### src/rtl/ac_tone_gen.sv
// Dual-channel test-tone generator feeding the codec DAC sink: one L/R sample pair per request,
// both channels time-sharing a single waveform unit under a four-state sequencer.
module ac_tone_gen #(
    parameter int DATA_WDT  = 24,
    parameter int PHASE_WDT = 24
) (
    input  logic                    clk,
    input  logic                    reset,
    input  logic                    dacReq,
    input  logic                    cfgEn,
    input  logic [1:0]              cfgSrcL,
    input  logic [1:0]              cfgSrcR,
    input  logic [15:0]             cfgFrqL,
    input  logic [15:0]             cfgFrqR,
    input  logic                    clrOvr,
    output logic [2*DATA_WDT-1:0]   dacData,
    output logic                    dacValid,
    output logic                    busy,
    output logic                    ovr
);

    typedef enum logic [1:0] {
        IDLE   = 2'd0,
        LATCH  = 2'd1,
        WAVE_L = 2'd2,
        WAVE_R = 2'd3
    } state_t;

    localparam logic [1:0] SRC_OFF = 2'd0;
    localparam logic [1:0] SRC_SAW = 2'd1;
    localparam logic [1:0] SRC_SQR = 2'd2;

    state_t                      state_q, state_d;
    logic                        en_q, en_d;
    logic [1:0]                  src_l_q, src_l_d, src_r_q, src_r_d;
    logic [15:0]                 frq_l_q, frq_l_d, frq_r_q, frq_r_d;
    logic [PHASE_WDT-1:0]        phase_l_q, phase_l_d, phase_r_q, phase_r_d;
    logic signed [DATA_WDT-1:0]  samp_l_q, samp_l_d;
    logic [2*DATA_WDT-1:0]       data_q, data_d;
    logic                        valid_q, valid_d;
    logic                        ovr_q, ovr_d;

    logic [1:0]                  wave_src;
    logic [15:0]                 wave_u;
    logic signed [DATA_WDT-1:0]  wave_s;

    function automatic logic [15:0] wave_fn(input logic [1:0] src, input logic [15:0] u);
        logic [15:0] t;
        t = {u[14:0], 1'b0};
        if (u[15]) t = ~t;
        case (src)
            SRC_OFF: return 16'h0000;
            SRC_SAW: return u ^ 16'h8000;
            SRC_SQR: return u[15] ? 16'h8001 : 16'h7FFF;
            default: return t ^ 16'h8000;
        endcase
    endfunction

    // Left-justify the 16-bit waveform into the sample word, low bits zero.
    function automatic logic signed [DATA_WDT-1:0] justify(input logic [15:0] r);
        return signed'(DATA_WDT'(r) << (DATA_WDT - 16));
    endfunction

    always_comb begin
        wave_src = (state_q == WAVE_R) ? src_r_q : src_l_q;
        wave_u   = (state_q == WAVE_R) ? phase_r_q[PHASE_WDT-1 -: 16]
                                       : phase_l_q[PHASE_WDT-1 -: 16];
        wave_s   = en_q ? justify(wave_fn(wave_src, wave_u)) : '0;
    end

    always_comb begin
        state_d   = state_q;
        en_d      = en_q;
        src_l_d   = src_l_q;
        src_r_d   = src_r_q;
        frq_l_d   = frq_l_q;
        frq_r_d   = frq_r_q;
        phase_l_d = phase_l_q;
        phase_r_d = phase_r_q;
        samp_l_d  = samp_l_q;
        data_d    = data_q;
        valid_d   = 1'b0;

        case (state_q)
            IDLE: begin
                if (dacReq) state_d = LATCH;
            end
            LATCH: begin
                en_d    = cfgEn;
                src_l_d = cfgSrcL;
                src_r_d = cfgSrcR;
                frq_l_d = cfgFrqL;
                frq_r_d = cfgFrqR;
                state_d = WAVE_L;
            end
            WAVE_L: begin
                samp_l_d  = wave_s;
                phase_l_d = en_q ? phase_l_q + PHASE_WDT'(frq_l_q) : '0;
                state_d   = WAVE_R;
            end
            default: begin
                data_d    = {samp_l_q, wave_s};
                valid_d   = 1'b1;
                phase_r_d = en_q ? phase_r_q + PHASE_WDT'(frq_r_q) : '0;
                state_d   = IDLE;
            end
        endcase

        // A request arriving mid-sequence is dropped; setting beats clearing.
        ovr_d = ovr_q;
        if (dacReq && (state_q != IDLE)) ovr_d = 1'b1;
        else if (clrOvr)                 ovr_d = 1'b0;
    end

    always_ff @(posedge clk or negedge reset) begin
        if (!reset) begin
            state_q   <= IDLE;
            en_q      <= 1'b0;
            src_l_q   <= '0;
            src_r_q   <= '0;
            frq_l_q   <= '0;
            frq_r_q   <= '0;
            phase_l_q <= '0;
            phase_r_q <= '0;
            samp_l_q  <= '0;
            data_q    <= '0;
            valid_q   <= 1'b0;
            ovr_q     <= 1'b0;
        end else begin
            state_q   <= state_d;
            en_q      <= en_d;
            src_l_q   <= src_l_d;
            src_r_q   <= src_r_d;
            frq_l_q   <= frq_l_d;
            frq_r_q   <= frq_r_d;
            phase_l_q <= phase_l_d;
            phase_r_q <= phase_r_d;
            samp_l_q  <= samp_l_d;
            data_q    <= data_d;
            valid_q   <= valid_d;
            ovr_q     <= ovr_d;
        end
    end

    assign dacData  = data_q;
    assign dacValid = valid_q;
    assign busy     = (state_q != IDLE);
    assign ovr      = ovr_q;

endmodule

### config.mk
export PLATFORM = sky130hd
export DESIGN_NAME = ac_tone_gen
export DESIGN_NICKNAME = d
export VERILOG_FILES = /design/src/rtl/ac_tone_gen.sv
export SDC_FILE = /design/constraint.sdc
export NUM_CORES = 1
export LEC_CHECK = 0
export CAP_MARGIN = 40
export CORE_MARGIN = 1
export CORE_UTILIZATION = 47
export DETAILED_ROUTE_END_ITERATION = 8
export PLACE_DENSITY_LB_ADDON = 0.25
export SKIP_LAST_GASP = 1
export SLEW_MARGIN = 15
export SYNTH_ARGS = -nofsm -noshare
export SYNTH_HDL_FRONTEND = slang
export SYNTH_SLANG_ARGS = --single-unit
### constraint.sdc
create_clock -name clk -period 2.8 [get_ports clk]
set_input_delay 0.56 -clock clk [delete_from_list [all_inputs] [get_ports clk]]
set_output_delay 0.56 -clock clk [all_outputs]
set_load 0.02 [all_outputs]
==> results of run 1 <==
how the worst max path moves through the flow:
stage / from / cells past startpoint / to
after floorplan: frq_r_q[0]$_DFFE_PN0N_ / 9 / phase_r_q[16]$_DFFE_PN0P_
final: frq_r_q[0]$_DFFE_PN0N_ / 9 / phase_r_q[16]$_DFFE_PN0P_
after detailed placement: frq_r_q[0]$_DFFE_PN0N_ / 9 / phase_r_q[16]$_DFFE_PN0P_
after global placement: frq_r_q[0]$_DFFE_PN0N_ / 9 / phase_r_q[16]$_DFFE_PN0P_
after global routing: frq_r_q[0]$_DFFE_PN0N_ / 9 / phase_r_q[16]$_DFFE_PN0P_
after CTS: frq_l_q[0]$_DFFE_PN0N_ / 9 / phase_l_q[16]$_DFFE_PN0N_
per-layer routing:
metal  vias up  routed length, um  part of all wire (%)
li1       2903                  -                     -
met1      3037               8200                    45
met2       147               8900                    49
met3        25                666                   3.7
met4         0                299                   1.7
met5         -                  0                     0
power by group through the flow:
stage | clock network, W | registers [W] | logic, W
finish | 0.00230 | 0.00337 | 0.00640
global route | 0.00243 | 0.00349 | 0.00698
CTS | 0.00234 | 0.00338 | 0.00626
detailed placement | 0 | 0.00341 | 0.00619
global placement | 0 | 0.00336 | 0.00603
floorplan | 0 | 0.00340 | 0.00446
sequential cells by signal, summed over array words and instances, names as in the netlist:
| register | cells |
|---|---|
| samp_l_q | 16 |
| src_l_q | 2 |
| en_q | 1 |
| frq_r_q | 16 |
| phase_r_q | 24 |
| src_r_q | 2 |
| ovr | 1 |
| phase_l_q | 24 |
| dacData | 32 |
| frq_l_q | 16 |
| state_q | 2 |
| dacValid | 1 |
per-stage QoR:
stage / total power, W / cell area (sq um)
detailed placement: 0.00960 / 8840
global placement: 0.00938 / 8840
CTS: 0.0120 / 9440
global route: 0.0129 / 9500
floorplan: 0.00786 / 7950
finish: 0.0121 / 9500
cells in the mapped netlist, types with 6 or more instances:
library cell / instances
sky130_fd_sc_hd__nor3_1: 10
sky130_fd_sc_hd__a31oi_1: 7
sky130_fd_sc_hd__dfrtp_1: 137
sky130_fd_sc_hd__nand2b_1: 7
sky130_fd_sc_hd__buf_4: 16
sky130_fd_sc_hd__inv_1: 25
sky130_fd_sc_hd__mux2_2: 98
sky130_fd_sc_hd__clkbuf_1: 29
sky130_fd_sc_hd__a22o_1: 13
sky130_fd_sc_hd__nand3_1: 21
sky130_fd_sc_hd__ha_1: 36
sky130_fd_sc_hd__nor2_1: 23
sky130_fd_sc_hd__o21ai_0: 48
sky130_fd_sc_hd__and2_1: 6
sky130_fd_sc_hd__mux2i_1: 7
sky130_fd_sc_hd__o211ai_1: 10
sky130_fd_sc_hd__o22ai_1: 12
sky130_fd_sc_hd__a21o_1: 16
sky130_fd_sc_hd__nor2b_1: 10
sky130_fd_sc_hd__o21ai_1: 9
sky130_fd_sc_hd__a21boi_1: 13
sky130_fd_sc_hd__nand4_1: 9
sky130_fd_sc_hd__nand2_1: 66
sky130_fd_sc_hd__xor2_1: 13
sky130_fd_sc_hd__a21oi_1: 37
sky130_fd_sc_hd__xnor2_1: 12
sky130_fd_sc_hd__o21a_1: 6
cell type report:
cell class	count	area [sq um]	share of cell area [%]
timing repair buffer	95	915	9.63
multi-input combinational	558	4190	44.1
clock buffer	24	482	5.07
inverter	26	97.6	1.03
clock inverter	8	118	1.24
sequential	137	3430	36.1
tap	216	270	2.85
cell families after synthesis:
family	Yosys count
xor+xnor	25
mux	105
buf+inv	81
flops	137
simple gates	170
compound gates	204
other cells	1
fa+ha+maj	38
repair_timing:
| action | in CTS | in global routing |
|---|---|---|
| gates resized for setup | 0 | 6 |
| setup endpoints to repair | 0 | 3 |
| buffers inserted | 0 | 4 |
==> results.toml, run 1 <==
[run_status]
outcome = "finished, final reports clean"

[setup_path]
critPathSlowestCell = "sky130_fd_sc_hd__fa_2"
cp-start-kind = "flop"
worst_path_dominant_cell_family = "compound AO/OA/AOI/OAI gates"
cp_cell_sequence = "ha_2, fa_2, a211oi_4, nor2_2, o41ai_4, a21oi_2, a311oi_2, nor3_1, a311o_1"
path_buf_inv = 0
crit-reg2reg-launch = "frq_r_q[0]$_DFFE_PN0N_"
crit_path_kind = "reg -> reg"
worst-endpoint-required_ns = 3.11
worst_setup_path_end_kind = "flop"
path_max_fanout = 3
worst-r2r-cell-count = 9
max_stage_delay_on_crit_path_ns = 0.40
endpoint_of_the_most_critical_register_to_register_path = "phase_r_q[16]$_DFFE_PN0P_"
rrSetupSlack_ns = 0.12
worst-endpoint-arrival_ns = 2.99

[clocking]
cts_tree = "done"
cts_made_buffers = 17
clk_latency_ns = 0.42
clockBufferDepth = 2
clock_tree.htree_level_count = 4
cts_root_buffer = "sky130_fd_sc_hd__clkbuf_16"
clk_transition_reported_paths_ns = 0.06
clock_sink_count = 137
ctsHoldBuffers = 0

[placement]
dpl.cell_count = 1028
port_buffers = 75
dpl.hpwl_um = 12800
dpl_worst_slack_ns = 0.0704
place.gp.congestion = 0.907

[timing]
endpoints_failing_hold = 0
totalNegativeSetupSlack_ns = 0
slew_headroom_pct = 52.5
max_freq_mhz = 373
finalClockSkew_ns = 0.00862
period_minus_slack_ns = 2.68
setup-violations-final = 0
total_count_of_max_transition_violations_in_the_final_report = 0
setup_slack_ns = 0.120
hold-worst-slack_ns = 0.0871
share_of_the_cycle_needed_by_the_critical_path_after_routing_pct = 95.7
worstMarginPinSlew_ns = 0.713

[pwr]
sequentialPowerShare_pct = 27.9
switching_power_w = 0.00491
power.static_leakage_nw = 4.21
power_frac_clock_pct = 19.1
power_switching_share_pct = 40.7
pwr-share-comb_pct = 53.0
powerDensity_mw_per_mm2 = 1270
intPower_w = 0.00716
ir_drop_v = 0.000546

[yosys]
postSynth.asyncResetShare_pct = 100
flip_flop_and_latch_count_after_synthesis = 137
syn_area_cell_sq_um = 10.4
synthesis.yosys.warnings = 0
yosys_most_used_dff = "sky130_fd_sc_hd__dfrtp_1"
multiplexer_fraction_of_the_synthesized_cell_area_pct = 14.9
yosysTopAreaCell = "sky130_fd_sc_hd__dfrtp_1"
mappedNetlistArea_sq_mm = 0.00789
postSynthCellCount = 761
synth_area_in_compound_gates_pct = 17.5
synth_sequential_area_ratio_pct = 43.5
ys_top_cells_by_area = "sky130_fd_sc_hd__dfrtp_1, sky130_fd_sc_hd__mux2_2, sky130_fd_sc_hd__ha_1"
synth_adder_area_share_pct = 6.22
main_combinational_cell_family_by_area_after_synthesis = "compound AO/OA/AOI/OAI gates"
synth_enable_flop_cells = 0
synth.distinct_cells = 63
post-synth-top-area-fraction_pct = 43.5
synth_simple_gate_area_share_pct = 10.5
synth_xor_area_share_pct = 2.78

[cells_and_area]
num-nets-final = 914
num_antenna_cells = 0
filler_instances = 1340
area_growth_syn_to_layout_pct = 20.4
mostFrequentLayoutCells = "sky130_fd_sc_hd__dfrtp_1, sky130_fd_sc_hd__mux2_2, sky130_fd_sc_hd__clkdlybuf4s50_1"
final_cells = 1064
final_layout_size_suffix_gt1_share_pct = 19.3
fin_util_pct = 58.9
most_common_cell_after_layout_fill_and_taps_aside = "sky130_fd_sc_hd__dfrtp_1"

[global_routing]
grt_use_met1_pct = 28.2
grt_start_max_net_pins = 59
use_met2_pct = 36.7
global_route.usage.met3_pct = 4.01
gr-max-usage-layer = "met2"
grt_antenna_before_repair = 0
grt_pass1_wl_um = 30600
grt_overflow_total = 0
grt_util_all_layers_pct = 21.8
first_global_vias = 6138

[die]
floorplan.die.height_um = 132
design.die.area_sq_mm = 0.0173
boundaryPins = 92
placementRows = 46
initial_util_pct = 49.0
dieWidth_um = 132
core_area_sq_mm = 0.0161

[routing]
antenna_violating_nets_remaining = 0
routedWlPerCell_um = 17.0
num_vias = 6112
drt-initial-drc-count = 438
routed_wirelength_um = 18100
drt_pass1_iterations = 5
drt-vias-per-instance = 5.74
drcViolationCount = 0

[flow_run]
max-cap-violations = 0

[hold_path]
min_path_type = "in -> async"
Note: power is estimated with default switching activity, not from simulation.
==> run 2: changes to the inputs <==
--- a/config.mk
+++ b/config.mk
@@ -5,12 +5,11 @@
 export SDC_FILE = /design/constraint.sdc
 export NUM_CORES = 1
 export LEC_CHECK = 0
-export CAP_MARGIN = 40
+export CAP_MARGIN = 10
 export CORE_MARGIN = 1
 export CORE_UTILIZATION = 47
 export DETAILED_ROUTE_END_ITERATION = 8
 export PLACE_DENSITY_LB_ADDON = 0.25
-export SKIP_LAST_GASP = 1
 export SLEW_MARGIN = 15
 export SYNTH_ARGS = -nofsm -noshare
 export SYNTH_HDL_FRONTEND = slang
==> constraint.sdc (replaced) <==
create_clock -name clk -period 2.65 [get_ports clk]
set_input_delay 0.53 -clock clk [delete_from_list [all_inputs] [get_ports clk]]
set_output_delay 0.53 -clock clk [all_outputs]
set_load 0.02 [all_outputs]
==> results.toml, run 2 (same netlist as run 1, synthesis figures left out) <==
[cells_and_area]
num_antenna_cells = 0
mostFrequentLayoutCells = "sky130_fd_sc_hd__dfrtp_1, sky130_fd_sc_hd__mux2_2, sky130_fd_sc_hd__clkdlybuf4s50_1"
final_layout_size_suffix_gt1_share_pct = 20.3
num-nets-final = 920
area_growth_syn_to_layout_pct = 21.3
final_cells = 1070
most_common_cell_after_layout_fill_and_taps_aside = "sky130_fd_sc_hd__dfrtp_1"
largest_register_ffs = 32

[clocking]
clk_transition_reported_paths_ns = 0.06
cts_root_buffer = "sky130_fd_sc_hd__clkbuf_16"
ctsHoldBuffers = 0
cts_made_buffers = 17
clock_tree.htree_level_count = 4
clock_sink_count = 137
cts_tree = "done"
clockBufferDepth = 2
clk_latency_ns = 0.42

[pwr]
power.static_leakage_nw = 4.25
intPower_w = 0.00769
powerDensity_mw_per_mm2 = 1350
sequentialPowerShare_pct = 27.4
power_switching_share_pct = 40.5
pwr-share-comb_pct = 53.1
switching_power_w = 0.00525
power_frac_clock_pct = 19.5
power_w = 0.0129
ir_drop_v = 0.000594

[routing]
routedWlPerCell_um = 17.4
drt_pass1_iterations = 5
drt-initial-drc-count = 336
num_vias = 6113
routed_wirelength_um = 18700
drt-vias-per-instance = 5.71
antenna_violating_nets_remaining = 0
drcViolationCount = 0

[setup_path]
timing.critical_path.from = "phase_r_q[0]$_DFFE_PN0P_"
crit-reg2reg-launch = "phase_r_q[0]$_DFFE_PN0P_"
critPathSlowestCell = "sky130_fd_sc_hd__fa_2"
path_buf_inv = 0
path_max_fanout = 3
max_stage_delay_on_crit_path_ns = 0.40
worst-endpoint-required_ns = 2.95
cp-start-kind = "flop"
worst-r2r-cell-count = 9
cp_cell_sequence = "ha_2, fa_2, a211oi_4, nor2_2, o41ai_4, a21oi_2, a311oi_2, nor3_1, a311o_1"
worst-endpoint-arrival_ns = 2.87
worst_setup_path_end_kind = "flop"
worst_path_dominant_cell_family = "compound AO/OA/AOI/OAI gates"
endpoint_of_the_most_critical_register_to_register_path = "phase_r_q[16]$_DFFE_PN0P_"
crit_path_kind = "reg -> reg"
rrSetupSlack_ns = 0.08

[global_routing]
first_global_vias = 6022
grt_antenna_before_repair = 0
grt_util_all_layers_pct = 22.2
grt_pass1_wl_um = 30800
grt_overflow_total = 0
grt_start_max_net_pins = 66

[die]
core_area_sq_mm = 0.0161
design.die.area_sq_mm = 0.0173
floorplan.die.height_um = 132
boundaryPins = 92
initial_util_pct = 49.0
placementRows = 46
dieWidth_um = 132

[flow_run]
max-cap-violations = 0

[timing]
max_freq_mhz = 389
share_of_the_cycle_needed_by_the_critical_path_after_routing_pct = 97.0
worstMarginPinSlew_ns = 0.664
setup-violations-final = 0
totalNegativeSetupSlack_ns = 0
rsz0062_at_grt = "yes"
period_minus_slack_ns = 2.57
endpoints_failing_hold = 0
finalClockSkew_ns = 0.00658
total_count_of_max_transition_violations_in_the_final_report = 0
setup_slack_ns = 0.0791
slew_headroom_pct = 55.7

[placement]
port_buffers = 75
place.gp.congestion = 0.889
dpl.cell_count = 1034
dpl_worst_slack_ns = 0.0249
dpl.hpwl_um = 13400

[hold_path]
min_path_type = "in -> async"

[run_status]
outcome = "finished, final reports clean"
[run 2: changes by cell type in the layout (fill, tap and decap cells not counted)]
cell and delta:
sky130_fd_sc_hd__bufinv_16 +1, sky130_fd_sc_hd__clkbuf_1 -2, sky130_fd_sc_hd__clkbuf_8 -1, sky130_fd_sc_hd__clkinvlp_4 +3, sky130_fd_sc_hd__clkinv_2 -2, sky130_fd_sc_hd__a31oi_2 +1
sky130_fd_sc_hd__buf_4 +6, sky130_fd_sc_hd__a221oi_2 +1, sky130_fd_sc_hd__a31oi_4 -1, sky130_fd_sc_hd__inv_6 +1, sky130_fd_sc_hd__a221oi_1 -1
[run 2: metal layers]
metal	wire length (um)	share of wire [%]	track usage, %
met5	0	0	0
met4	333	1.8	7.24
met3	764	4.1	4.67
met2	9100	49	36.5
met1	8460	45	29.1
[run 2: timing repair]
action | 4_1_cts | 5_1_grt
endpoints found under the setup margin | 0 | 5
buffers inserted | 0 | 4
gates resized for setup | 0 | 6
[run 2: per-stage QoR]
stage          util [%]  hold slack [ns]  instance area, sq um
5_1_grt            59.4            0.159                  9570
2_1_floorplan         -            0.234                  7950
4_1_cts            59.0            0.132                  9510
3_5_place_dp       55.1            0.485                  8880
6_report           59.4           0.0954                  9570
3_3_place_gp       55.1            0.484                  8880
[run 2: how the worst max path moves through the flow]
stage	endpoint	depth (start not counted)	slack, ns
global placement	phase_r_q[16]$_DFFE_PN0P_	9	0.11
global route	phase_r_q[16]$_DFFE_PN0P_	9	-0.04
finish	phase_r_q[16]$_DFFE_PN0P_	9	0.08
floorplan	phase_r_q[16]$_DFFE_PN0P_	9	0.12
CTS	phase_r_q[16]$_DFFE_PN0P_	9	0.004
detailed placement	phase_r_q[16]$_DFFE_PN0P_	9	0.02
[run 2: power by group through the flow]
stage / Sequential, W / Clock (W) / Combinational (W)
4_1_cts: 0.00354 / 0.00258 / 0.00676
3_3_place_gp: 0.00352 / 0 / 0.00652
6_report: 0.00354 / 0.00253 / 0.00687
5_1_grt: 0.00365 / 0.00267 / 0.00752
3_5_place_dp: 0.00357 / 0 / 0.00668
2_1_floorplan: 0.00359 / 0 / 0.00471
[run 2: layout make-up]
type	instances	area (sq um)
clock buffers	21	460
clock inverters	11	169
fillers	1332	6550
inverters	26	97.6
multi-input cells	558	4180
flip-flops and latches	137	3430
well taps	216	270
repair buffers	101	960
==> run 3: changes to the inputs <==
--- a/config.mk
+++ b/config.mk
@@ -14,3 +14,4 @@
 export SYNTH_ARGS = -nofsm -noshare
 export SYNTH_HDL_FRONTEND = slang
 export SYNTH_SLANG_ARGS = --single-unit
+export TNS_END_PERCENT = 10
==> results.toml, run 3 (same netlist as run 1, synthesis figures left out) <==
[setup_path]
worst_path_dominant_cell_family = "compound AO/OA/AOI/OAI gates"
crit_path_kind = "reg -> reg"
worst_setup_path_end_kind = "flop"
critPathSlowestCell = "sky130_fd_sc_hd__fa_2"
max_stage_delay_on_crit_path_ns = 0.40
cp_cell_sequence = "ha_2, fa_2, a211oi_4, nor2_2, o41ai_4, a21oi_2, a311oi_2, nor3_1, a311o_1"
worst-endpoint-required_ns = 2.95
path_max_fanout = 3
path_buf_inv = 0
worst-endpoint-arrival_ns = 2.87
cp-start-kind = "flop"

[timing]
rsz0062_at_grt = "yes"
period_minus_slack_ns = 2.57
endpoints_failing_hold = 0
total_count_of_max_transition_violations_in_the_final_report = 0
totalNegativeSetupSlack_ns = 0
setup_slack_ns = 0.0806
max_freq_mhz = 389
slew_headroom_pct = 55.8
share_of_the_cycle_needed_by_the_critical_path_after_routing_pct = 97.0
worstMarginPinSlew_ns = 0.663
finalClockSkew_ns = 0.00656
setup-violations-final = 0

[clocking]
clock_tree.htree_level_count = 4
cts_root_buffer = "sky130_fd_sc_hd__clkbuf_16"
cts_tree = "done"
clk_latency_ns = 0.42
clockBufferDepth = 2
cts_made_buffers = 17
clock_sink_count = 137
clk_transition_reported_paths_ns = 0.06

[die]
dieWidth_um = 132
initial_util_pct = 49.0
floorplan.die.height_um = 132
placementRows = 46
boundaryPins = 92
core_area_sq_mm = 0.0161
design.die.area_sq_mm = 0.0173

[routing]
routed_wirelength_um = 18600
num_vias = 6109
drt_pass1_iterations = 5
drt-vias-per-instance = 5.71
antenna_violating_nets_remaining = 0
drcViolationCount = 0
drt-initial-drc-count = 332
routedWlPerCell_um = 17.4

[cells_and_area]
area_growth_syn_to_layout_pct = 21.3
num_antenna_cells = 0
largest_register_ffs = 32
most_common_cell_after_layout_fill_and_taps_aside = "sky130_fd_sc_hd__dfrtp_1"
num-nets-final = 920
mostFrequentLayoutCells = "sky130_fd_sc_hd__dfrtp_1, sky130_fd_sc_hd__mux2_2, sky130_fd_sc_hd__clkdlybuf4s50_1"
final_layout_size_suffix_gt1_share_pct = 20.3

[flow_run]
max-cap-violations = 0

[pwr]
powerDensity_mw_per_mm2 = 1350
ir_drop_v = 0.000594
power.static_leakage_nw = 4.25

[run_status]
outcome = "finished, final reports clean"

[global_routing]
grt_start_max_net_pins = 66
grt_util_all_layers_pct = 22.2
grt_overflow_total = 0
grt_pass1_wl_um = 30800
grt_antenna_before_repair = 0
first_global_vias = 6022

[placement]
dpl_worst_slack_ns = 0.0249
port_buffers = 75
dpl.hpwl_um = 13400
place.gp.congestion = 0.889

[hold_path]
min_path_type = "in -> async"
[run 3: path summary, 6_finish.rpt]
kind                                     startpoint                         to  slack [ns]  depth (start not counted)
hold reg to reg            samp_l_q[21]$_DFFE_PN0N_   samp_l_q[21]$_DFFE_PN0N_        0.50                          1
max in group asynchronous                     reset     frq_r_q[6]$_DFFE_PN0N_        1.81                          2
hold / removal                                reset    frq_r_q[15]$_DFFE_PN0N_        0.09                          1
setup reg to reg           phase_r_q[0]$_DFFE_PN0P_  phase_r_q[16]$_DFFE_PN0P_        0.08                          9
min in group clk           samp_l_q[21]$_DFFE_PN0N_   samp_l_q[21]$_DFFE_PN0N_        0.50                          1
setup / recovery           phase_r_q[0]$_DFFE_PN0P_  phase_r_q[16]$_DFFE_PN0P_        0.08                          9
[run 3: power breakdown]
| group | total, W | leakage [nW] | switching, W | internal, W |
|---|---|---|---|---|
| registers | 0.00354 | 1.75 | 0.000619 | 0.00292 |
| logic | 0.00687 | 2.20 | 0.00372 | 0.00315 |
| clock network | 0.00253 | 0.296 | 0.000905 | 0.00162 |
[run 3: layout make-up]
class	count	area, sq um
multi-input cells	558	4180
clock buffers	21	460
clock inverters	11	169
fillers	1332	6550
repair buffers	101	960
well taps	216	270
inverters	26	97.6
flip-flops and latches	137	3430
[run 3: metal layers]
layer  global-route usage (%)  wire length [um]  share of wire, %  vias up
li1                         -                 -                 -     2905
met1                     29.1              8460                45     3022
met2                     36.5              9100                49      156
met3                     4.67               734               3.9       26
met4                     7.24               333               1.8        0
met5                        0                 0                 0        -
[run 3: per-stage QoR]
step                      util (%)  total power [W]  hold slack, ns  cell area, sq um  std cells
final                         59.4           0.0129          0.0941              9570       1070
after global routing          59.4           0.0138           0.159              9570       1070
after CTS                     59.0           0.0129           0.132              9510       1066
after detailed placement      55.1           0.0103           0.485              8880       1034
after global placement        55.1           0.0100           0.484              8880       1034
after floorplan                  -          0.00830           0.234              7950        776
[run 3: what timing repair did]
item	CTS	global route
endpoints found under the setup margin	0	5
hold buffers	0	0
setup buffers	0	4
gates resized for setup	0	6
